## config.mk

```make
export PLATFORM = sky130hd
export DESIGN_NAME = instr_encoder_flat
export DESIGN_NICKNAME = d
export VERILOG_FILES = /design/src/rtl/instr_encoder_if.sv /design/src/rtl/instr_encoder.sv /design/src/flat_wrapper.sv
export SDC_FILE = /design/constraint.sdc
export NUM_CORES = 1
export LEC_CHECK = 0
export CAP_MARGIN = 20
export CORE_UTILIZATION = 30
export DETAILED_ROUTE_END_ITERATION = 12
export HOLD_SLACK_MARGIN = 0.12
export PLACE_DENSITY = 0.59
export SYNTH_ARGS = -nofsm -noshare
export SYNTH_HDL_FRONTEND = slang
export SYNTH_SLANG_ARGS = --single-unit
```

## constraint.sdc

```tcl
create_clock -name clk -period 3 [get_ports clk]
set_clock_uncertainty 0.1 [all_clocks]
set_input_delay 0.45 -clock clk [delete_from_list [all_inputs] [get_ports clk]]
set_output_delay 0.45 -clock clk [all_outputs]
set_load 0.005 [all_outputs]
```

## src/rtl/instr_encoder_if.sv

```systemverilog
// ============================================================================
// Module  : instr_encoder_if
// Purpose : Field-input and instruction-word handshake bundle of instr_encoder
// Rev     : 1.0
// ============================================================================
`default_nettype none

interface instr_encoder_if;
  logic        in_valid;
  logic        in_ready;
  logic [4:0]  in_oper;
  logic [4:0]  in_rdst;
  logic [4:0]  in_rsrc1;
  logic        in_imm_mode;
  logic [4:0]  in_rsrc2;
  logic [15:0] in_imm;
  logic        ir_valid;
  logic        ir_ready;
  logic [31:0] ir_out;

  // Host side: supplies fields and consumes instruction words.
  modport master (
    output in_valid, in_oper, in_rdst, in_rsrc1, in_imm_mode, in_rsrc2, in_imm,
    output ir_ready,
    input  in_ready, ir_valid, ir_out
  );

  modport slave (
    input  in_valid, in_oper, in_rdst, in_rsrc1, in_imm_mode, in_rsrc2, in_imm,
    input  ir_ready,
    output in_ready, ir_valid, ir_out
  );
endinterface

`default_nettype wire

```

## src/rtl/instr_encoder.sv

```systemverilog
// ============================================================================
// Module  : instr_encoder
// Purpose : Checks opcodes, packs legal instructions into IR words, buffers
//           them in a FIFO and issues them over a valid/ready handshake.
// Rev     : 1.0
// ============================================================================
`default_nettype none

module instr_encoder #(
  parameter int         DEPTH    = 4,
  parameter logic [4:0] MAX_OPER = 5'd4
) (
  input  wire                      clk,
  input  wire                      sys_rst,
  input  wire                      flush,
  instr_encoder_if.slave           bus,
  output logic                     illegal_op,
  output logic [7:0]               illegal_cnt,
  output logic [$clog2(DEPTH):0]   fifo_level
);

  localparam int AW    = $clog2(DEPTH);
  localparam int LVL_W = AW + 1;
  localparam logic [4:0] C_OP_MOVSGPR = 5'd0;

  logic [31:0]      mem_q [DEPTH];
  logic [AW-1:0]    wr_ptr_q, wr_ptr_d;
  logic [AW-1:0]    rd_ptr_q, rd_ptr_d;
  logic [LVL_W-1:0] level_q,  level_d;
  logic             illegal_op_q, illegal_op_d;
  logic [7:0]       illegal_cnt_q, illegal_cnt_d;

  logic        full_w;
  logic        accept_w;
  logic        legal_w;
  logic        push_w;
  logic        pop_w;
  logic [31:0] word_w;

  assign full_w   = (level_q == LVL_W'(DEPTH));
  assign legal_w  = (bus.in_oper <= MAX_OPER);
  assign accept_w = bus.in_valid && bus.in_ready;
  assign push_w   = accept_w && legal_w;
  assign pop_w    = bus.ir_valid && bus.ir_ready;

  assign bus.in_ready = !full_w && !sys_rst;
  assign bus.ir_valid = (level_q != '0);
  assign bus.ir_out   = bus.ir_valid ? mem_q[rd_ptr_q] : 32'h0;

  assign illegal_op  = illegal_op_q;
  assign illegal_cnt = illegal_cnt_q;
  assign fifo_level  = level_q;

  // movsgpr carries only a destination; every other opcode carries rsrc1 and
  // either a 16-bit immediate or rsrc2 with the low 11 bits zero.
  always_comb begin
    word_w        = 32'h0;
    word_w[31:27] = bus.in_oper;
    word_w[26:22] = bus.in_rdst;
    if (bus.in_oper != C_OP_MOVSGPR) begin
      word_w[21:17] = bus.in_rsrc1;
      word_w[16]    = bus.in_imm_mode;
      if (bus.in_imm_mode) begin
        word_w[15:0] = bus.in_imm;
      end else begin
        word_w[15:11] = bus.in_rsrc2;
      end
    end
  end

  always_comb begin
    wr_ptr_d      = wr_ptr_q;
    rd_ptr_d      = rd_ptr_q;
    level_d       = level_q;
    illegal_op_d  = accept_w && !legal_w;
    illegal_cnt_d = illegal_cnt_q;
    if (accept_w && !legal_w && (illegal_cnt_q != 8'hFF)) begin
      illegal_cnt_d = illegal_cnt_q + 8'd1;
    end
    if (flush) begin
      wr_ptr_d = '0;
      rd_ptr_d = '0;
      level_d  = '0;
    end else begin
      if (push_w) wr_ptr_d = wr_ptr_q + AW'(1);
      if (pop_w)  rd_ptr_d = rd_ptr_q + AW'(1);
      if (push_w && !pop_w) level_d = level_q + LVL_W'(1);
      else if (pop_w && !push_w) level_d = level_q - LVL_W'(1);
    end
  end

  always_ff @(posedge clk) begin
    if (sys_rst) begin
      wr_ptr_q      <= '0;
      rd_ptr_q      <= '0;
      level_q       <= '0;
      illegal_op_q  <= 1'b0;
      illegal_cnt_q <= 8'h00;
    end else begin
      wr_ptr_q      <= wr_ptr_d;
      rd_ptr_q      <= rd_ptr_d;
      level_q       <= level_d;
      illegal_op_q  <= illegal_op_d;
      illegal_cnt_q <= illegal_cnt_d;
    end
  end

  // Storage needs no reset: level_q gates visibility of every entry.
  always_ff @(posedge clk) begin
    if (push_w && !flush) begin
      mem_q[wr_ptr_q] <= word_w;
    end
  end

endmodule

`default_nettype wire
```

## src/flat_wrapper.sv

```systemverilog
// flat-port wrapper written by rule: the top's interface ports become plain ports
module instr_encoder_flat 
#(
  parameter int         DEPTH    = 4,
  parameter logic [4:0] MAX_OPER = 5'd4
)
  (clk, sys_rst, flush, illegal_op, illegal_cnt, fifo_level, bus_in_valid, bus_in_oper, bus_in_rdst, bus_in_rsrc1, bus_in_imm_mode, bus_in_rsrc2, bus_in_imm, bus_ir_ready, bus_in_ready, bus_ir_valid, bus_ir_out);
  instr_encoder_if bus_i ();
  input  wire clk;
  input  wire sys_rst;
  input  wire flush;
  output logic illegal_op;
  output logic [7:0] illegal_cnt;
  output logic [$clog2(DEPTH):0] fifo_level;
  input wire logic [$bits(bus_i.in_valid)-1:0] bus_in_valid;
  input wire logic [$bits(bus_i.in_oper)-1:0] bus_in_oper;
  input wire logic [$bits(bus_i.in_rdst)-1:0] bus_in_rdst;
  input wire logic [$bits(bus_i.in_rsrc1)-1:0] bus_in_rsrc1;
  input wire logic [$bits(bus_i.in_imm_mode)-1:0] bus_in_imm_mode;
  input wire logic [$bits(bus_i.in_rsrc2)-1:0] bus_in_rsrc2;
  input wire logic [$bits(bus_i.in_imm)-1:0] bus_in_imm;
  input wire logic [$bits(bus_i.ir_ready)-1:0] bus_ir_ready;
  output wire logic [$bits(bus_i.in_ready)-1:0] bus_in_ready;
  output wire logic [$bits(bus_i.ir_valid)-1:0] bus_ir_valid;
  output wire logic [$bits(bus_i.ir_out)-1:0] bus_ir_out;
  assign bus_i.in_valid = bus_in_valid;
  assign bus_i.in_oper = bus_in_oper;
  assign bus_i.in_rdst = bus_in_rdst;
  assign bus_i.in_rsrc1 = bus_in_rsrc1;
  assign bus_i.in_imm_mode = bus_in_imm_mode;
  assign bus_i.in_rsrc2 = bus_in_rsrc2;
  assign bus_i.in_imm = bus_in_imm;
  assign bus_i.ir_ready = bus_ir_ready;
  assign bus_in_ready = bus_i.in_ready;
  assign bus_ir_valid = bus_i.ir_valid;
  assign bus_ir_out = bus_i.ir_out;
  instr_encoder #(.DEPTH(DEPTH), .MAX_OPER(MAX_OPER)) u_core (.clk(clk), .sys_rst(sys_rst), .flush(flush), .bus(bus_i), .illegal_op(illegal_op), .illegal_cnt(illegal_cnt), .fifo_level(fifo_level));
endmodule
```

---- Word level (Yosys, flattened, before mapping) ----
Memories as Yosys holds them, arrays and structs flattened. A register that Yosys moved wholly into a read port is not among the register bits.
Index checks and enable logic that the tools add are counted.
word-level totals
  output and inout bits ................... 46
  memory bits (writable) .................. 128
  flip-flop bits (word level) ............. 16
  input bits .............................. 42
  memories ................................ 1
  logic and storage cells ................. 43
memory list
  name          words  bits a word  rd ports  clocked after Yosys merged registers in  write ports  RTL line             RTL
  u_core.mem_q  4      32           1         1                                        1            instr_encoder.sv:26  logic [31:0] mem_q [DEPTH];
operators by class
  mux-type cells .......................... 10
  add/subtract/negate cells ............... 5
  equal/unequal tests ..................... 2
  reductions and logical operators ........ 19
  magnitude comparators ................... 1
operator list
  cell                                                                               number
  32-bit 2-to-1 mux                                                                  1
  22-bit 2-to-1 mux                                                                  1
  11-bit 2-to-1 mux                                                                  1
  1-bit logical AND                                                                  9
  8-bit by 1-bit adder with 8-bit output (second input constant)                     1
  8-bit != test (second input constant)                                              1
  1-bit logical NOT                                                                  6
  3-bit 2-to-1 mux                                                                   2
  5-bit by 3-bit less-or-equal comparator with 1-bit output (second input constant)  1
  5-bit 2-to-1 mux                                                                   1
  5-bit nonzero test                                                                 1
  2-bit by 1-bit adder with 2-bit output (second input constant)                     2
  2-bit 2-to-1 mux                                                                   2
  3-bit by 1-bit adder with 3-bit output (second input constant)                     1
  3-bit == test (second input constant)                                              1
  3-bit nonzero test                                                                 1
  3-bit by 1-bit subtractor with 3-bit output (second input constant)                1
  1-bit 2-to-1 mux                                                                   2
  2-bit nonzero test                                                                 1
  2-bit OR reduction                                                                 1

---- Logic depth before layout (Yosys ltp) ----
  depth after elaboration ................. 9
  mapped depth ............................ 10
  depth with buffers taken out ............ 9

---- Least setup slack after synthesis ----
Ideal clock, no wire load.
  path kind ............................... input-to-reg
  start ................................... input sys_rst
  end ..................................... memory u_core.mem_q[0][0] (enable)
  cell stages on the path ................. 5
  path buffers ............................ 1
  arrival ................................. 1.957 ns
  setup time .............................. 0.392 ns
  required time ........................... 2.508 ns
  slack ................................... 0.551 ns
  path through ............................ buf_6 nand2b_4 nand4b_1 nor2_1 and2_1
between the ends
  cells in the longest elaborated chain, start to end .. 7
ends and longest elaborated chain
  element                                 RTL line              RTL
  start: declaration                      flat_wrapper.sv:10    input wire sys_rst;
  1-bit logical NOT                       instr_encoder.sv:46   assign bus.in_ready = !full_w && !sys_rst;
  1-bit logical AND                       instr_encoder.sv:46
  1-bit logical AND                       instr_encoder.sv:42   assign accept_w = bus.in_valid && bus.in_ready;
  1-bit logical AND                       instr_encoder.sv:43   assign push_w = accept_w && legal_w;
  1-bit logical AND                       instr_encoder.sv:110  if (push_w && !flush) begin
  1-bit 2-to-1 mux                        instr_encoder.sv:110
  1-bit 2-to-1 mux (implied by the code)  instr_encoder.sv:111  mem_q[wr_ptr_q] <= word_w;
  end: declaration                        instr_encoder.sv:26
No other way between the ends.

==> impl_results.md <==
* Largest family of logic cells by synthesized area: multiplexers
* Clock-pin slew on the worst setup and hold paths at 60 ps
* WL per Instance at 17.16 um
* CP Cell Sequence: buf_4 > mux4_2 > and2_1 > clkdlybuf4s50_1
* TritonCTS Buffers at 17
* Mapped Cells at 339
* Worst VDD drop at 0.0003836 V
* # DRC at 0
* Vias after detailed routing at 3,339
* Final antenna-violating net count at 0
* Asr flop ratio synth at 0%
* Storage element area at 4207 um^2
* Min Tclk post-route at 2855 ps
* Fin. max-slew vios at 0
* Slew HR at 56.99%
* Max stage delay on crit path at 560 ps
* Pwr dens at 578.2 nW/um^2
* Post-synthesis mux area share at 13.32%
* IO Pins at 88
* Die Ht at 142.7 um
* Net count after synthesis at 388
* Share of layout cells above drive strength 1 at 19.91%
* DIE WIDTH at 142.7 um
* Synth warn at 0
* Number of I/O port buffers at 87
* Area of the multi-input gates at 1628 um^2
* Number of synthesized flops with an enable pin at 128
* Setup crit start kind: flop
* Register area share after synthesis at 70.81%
* RSZ-0062 raised after global routing: no
* Final hold violation count at 0
* HPWL after DPL at 7909 um
* Fillcell total at 1,811
* DRT iter0 DRCs at 140
* Largest net degree at the start of global routing at 35
* Critical-path top delay cell: mux4_2
* Number of hold buffers added after cts at 0
* Routed WL at 12,390 um
* Least-Margin Pin Slew at 642.8 ps
* Vias in the first global route at 3,497
* Global-route wire length before repair at 19,490 um
* CTS Buffer Depth at 2
* CTS sink cnt at 146
* WP data arrival at 2300 ps
* Setup violators final at 0
* Syn_area_per_cell at 17.51 um^2
* Die Area at 20,360 um^2
* Initial core utilization at 30.61%
* Ant diodes at 0
* Area Overhead vs Synth at 31.70%
* Clock Latency Late Sink at 410 ps
* CP Max Fanout at 16
* Achievable frequency at 0.3503 GHz
* Core ar. at 19,400 um^2
* Setup TNS at 0 ps
* Post-CTS Setup Bufs at 0
* Static leakage at 2.583 nW
* Status: finished, final reports clean
* Cell Area, Synth at 5937 um^2
* H-tree depth at 4
* Final GP Congestion at 0.7004
* Post-synthesis adder-cell area fraction at 1.602%
* GRT Resource Usage Total at 13.21%
* GR Overflow Total at 0
* Post-cts sizing count at 0
* Crit share post-route at 95.17%
* Fin util at 40.31%
* Num rows at 51
* Nets@finish at 494
* WP data required at 2450 ps
* Crit. End Element: primary output
* Routed vias/inst at 4.625
* Kind of critical path: flop to primary output
* Compound-Gate Fraction of Synth Area at 2.234%
* Root buffer cell: clkbuf_16
* Initial antenna violation count at 0
* Xor and xnor area share after synthesis at 0.7376%
* Synth cell types at 35
* Primary FF master, synth: edfxtp_1
* Synth Register Bits at 146
* Simple-Gate Fraction of Synth Area at 9.442%
* Hold Path Class: flop to flop
* First-pass iteration count of the detailed router at 5
* Max cap viols at 0
* CTS tree: built
[sequential cells by signal, summed over array words and instances, names as in the netlist, named ones only]
signal and flops:
u_core.mem_q 128, u_core.illegal_cnt 8, u_core.fifo_level 3, u_core.rd_ptr_q 2
u_core.wr_ptr_q 2, u_core.illegal_op 1
[metal layers]
| layer | track usage, % | share of wire [%] | wire length (um) |
|---|---|---|---|
| met5 | 0 | 0 | 0 |
| met4 | 5.490 | 1.5 | 190 |
| met3 | 3.890 | 5.4 | 665 |
| met2 | 21.59 | 49 | 6110 |
| met1 | 16.34 | 44 | 5423 |
[cell usage after synthesis, types with 2 or more instances]
master	number	area, um^2
inv_1	7	26.28
o311ai_0	3	26.28
clkbuf_1	12	45.04
or2_2	3	18.77
and3_1	11	68.82
buf_1	2	7.510
or3_1	3	18.77
a21oi_1	7	35.03
or4_1	4	30.03
mux4_2	32	720.7
nand3_1	5	25.02
o31ai_1	2	15.01
ha_1	6	75.07
dfxtp_1	18	360.4
mux2i_1	7	70.07
o21ai_0	4	20.02
edfxtp_1	128	3844
and2_1	42	262.8
xor2_1	4	35.03
o41ai_1	2	17.52
buf_2	4	20.02
nor2_1	17	63.81
nand2_1	4	15.01
[final timing paths]
path	end	cells past startpoint	slack, ps	from
worst min-delay path	u_core.illegal_cnt[7]$_SDFFE_PP0P_	2	420	u_core.illegal_cnt[7]$_SDFFE_PP0P_
worst max register to register	u_core.fifo_level[2]$_SDFFE_PP0P_	8	630	u_core.fifo_level[0]$_SDFFE_PP0P_
worst min register to register	u_core.illegal_cnt[7]$_SDFFE_PP0P_	2	420	u_core.illegal_cnt[7]$_SDFFE_PP0P_
worst max-delay path	bus_ir_out[0]	4	150	flop
[report_power, final]
part           internal, mW  switching, mW
Clock                  1.30          0.782
Combinational         0.124         0.0941
Sequential             2.22        0.00466
[metrics by stage]
stage / cell area [um^2] / total power [mW] / hold slack (ps) / setup WS, ps / instances
after global placement: 7231 / 2.480 / 393.5 / 226.5 / 691
after global routing: 7819 / 4.664 / 457.8 / 53.00 / 722
after detailed placement: 7231 / 2.487 / 401.9 / 132.1 / 691
after CTS: 7819 / 4.570 / 417.9 / 108.8 / 722
final: 7819 / 4.521 / 420.1 / 145.0 / 722
after floorplan: 5937 / 2.350 / 384.4 / 551.3 / 339
[cell usage in the layout (no fill, tap or decap), types with 4 or more instances in the layout]
| cell type | n |
|---|---|
| a21oi_1 | 7 |
| and2_1 | 38 |
| and2_2 | 4 |
| and3_1 | 11 |
| buf_4 | 17 |
| clkbuf_16 | 17 |
| clkdlybuf4s50_1 | 87 |
| dfxtp_1 | 16 |
| edfxtp_1 | 128 |
| ha_1 | 6 |
| inv_1 | 7 |
| mux2i_1 | 7 |
| mux4_2 | 32 |
| nand2_1 | 4 |
| nand3_1 | 5 |
| nor2_1 | 17 |
| o21ai_0 | 4 |
| or4_1 | 4 |
| xor2_1 | 4 |
[worst max-delay path, delay by kind of cell, from the launching register on]
| family | cells | cell delay, ps |
|---|---|---|
| AND/OR/NAND/NOR | 1 | 210 |
| buffers and inverters | 2 | 800 |
| flip-flops | 1 | 320 |
| multiplexers | 1 | 560 |
[final cells by class]
cell class | count | area share (%)
multi-input cells | 167 | 20.82
well taps | 265 | 4.241
flip-flops and latches | 146 | 53.80
clock buffers | 17 | 5.441
clock inverters | 14 | 2.080
inverters | 7 | 0.3361
repair buffers | 106 | 13.28
[cells by family after synthesis]
kind of cell / after synthesis
AOI/OAI and AO/OA: 20
xor gates and xnor gates: 5
adders and majority gates: 7
buffers and inverters: 26
DFF: 146
muxes: 39
and+or+nand+nor: 96
Note: power is estimated with default switching activity, not from simulation.
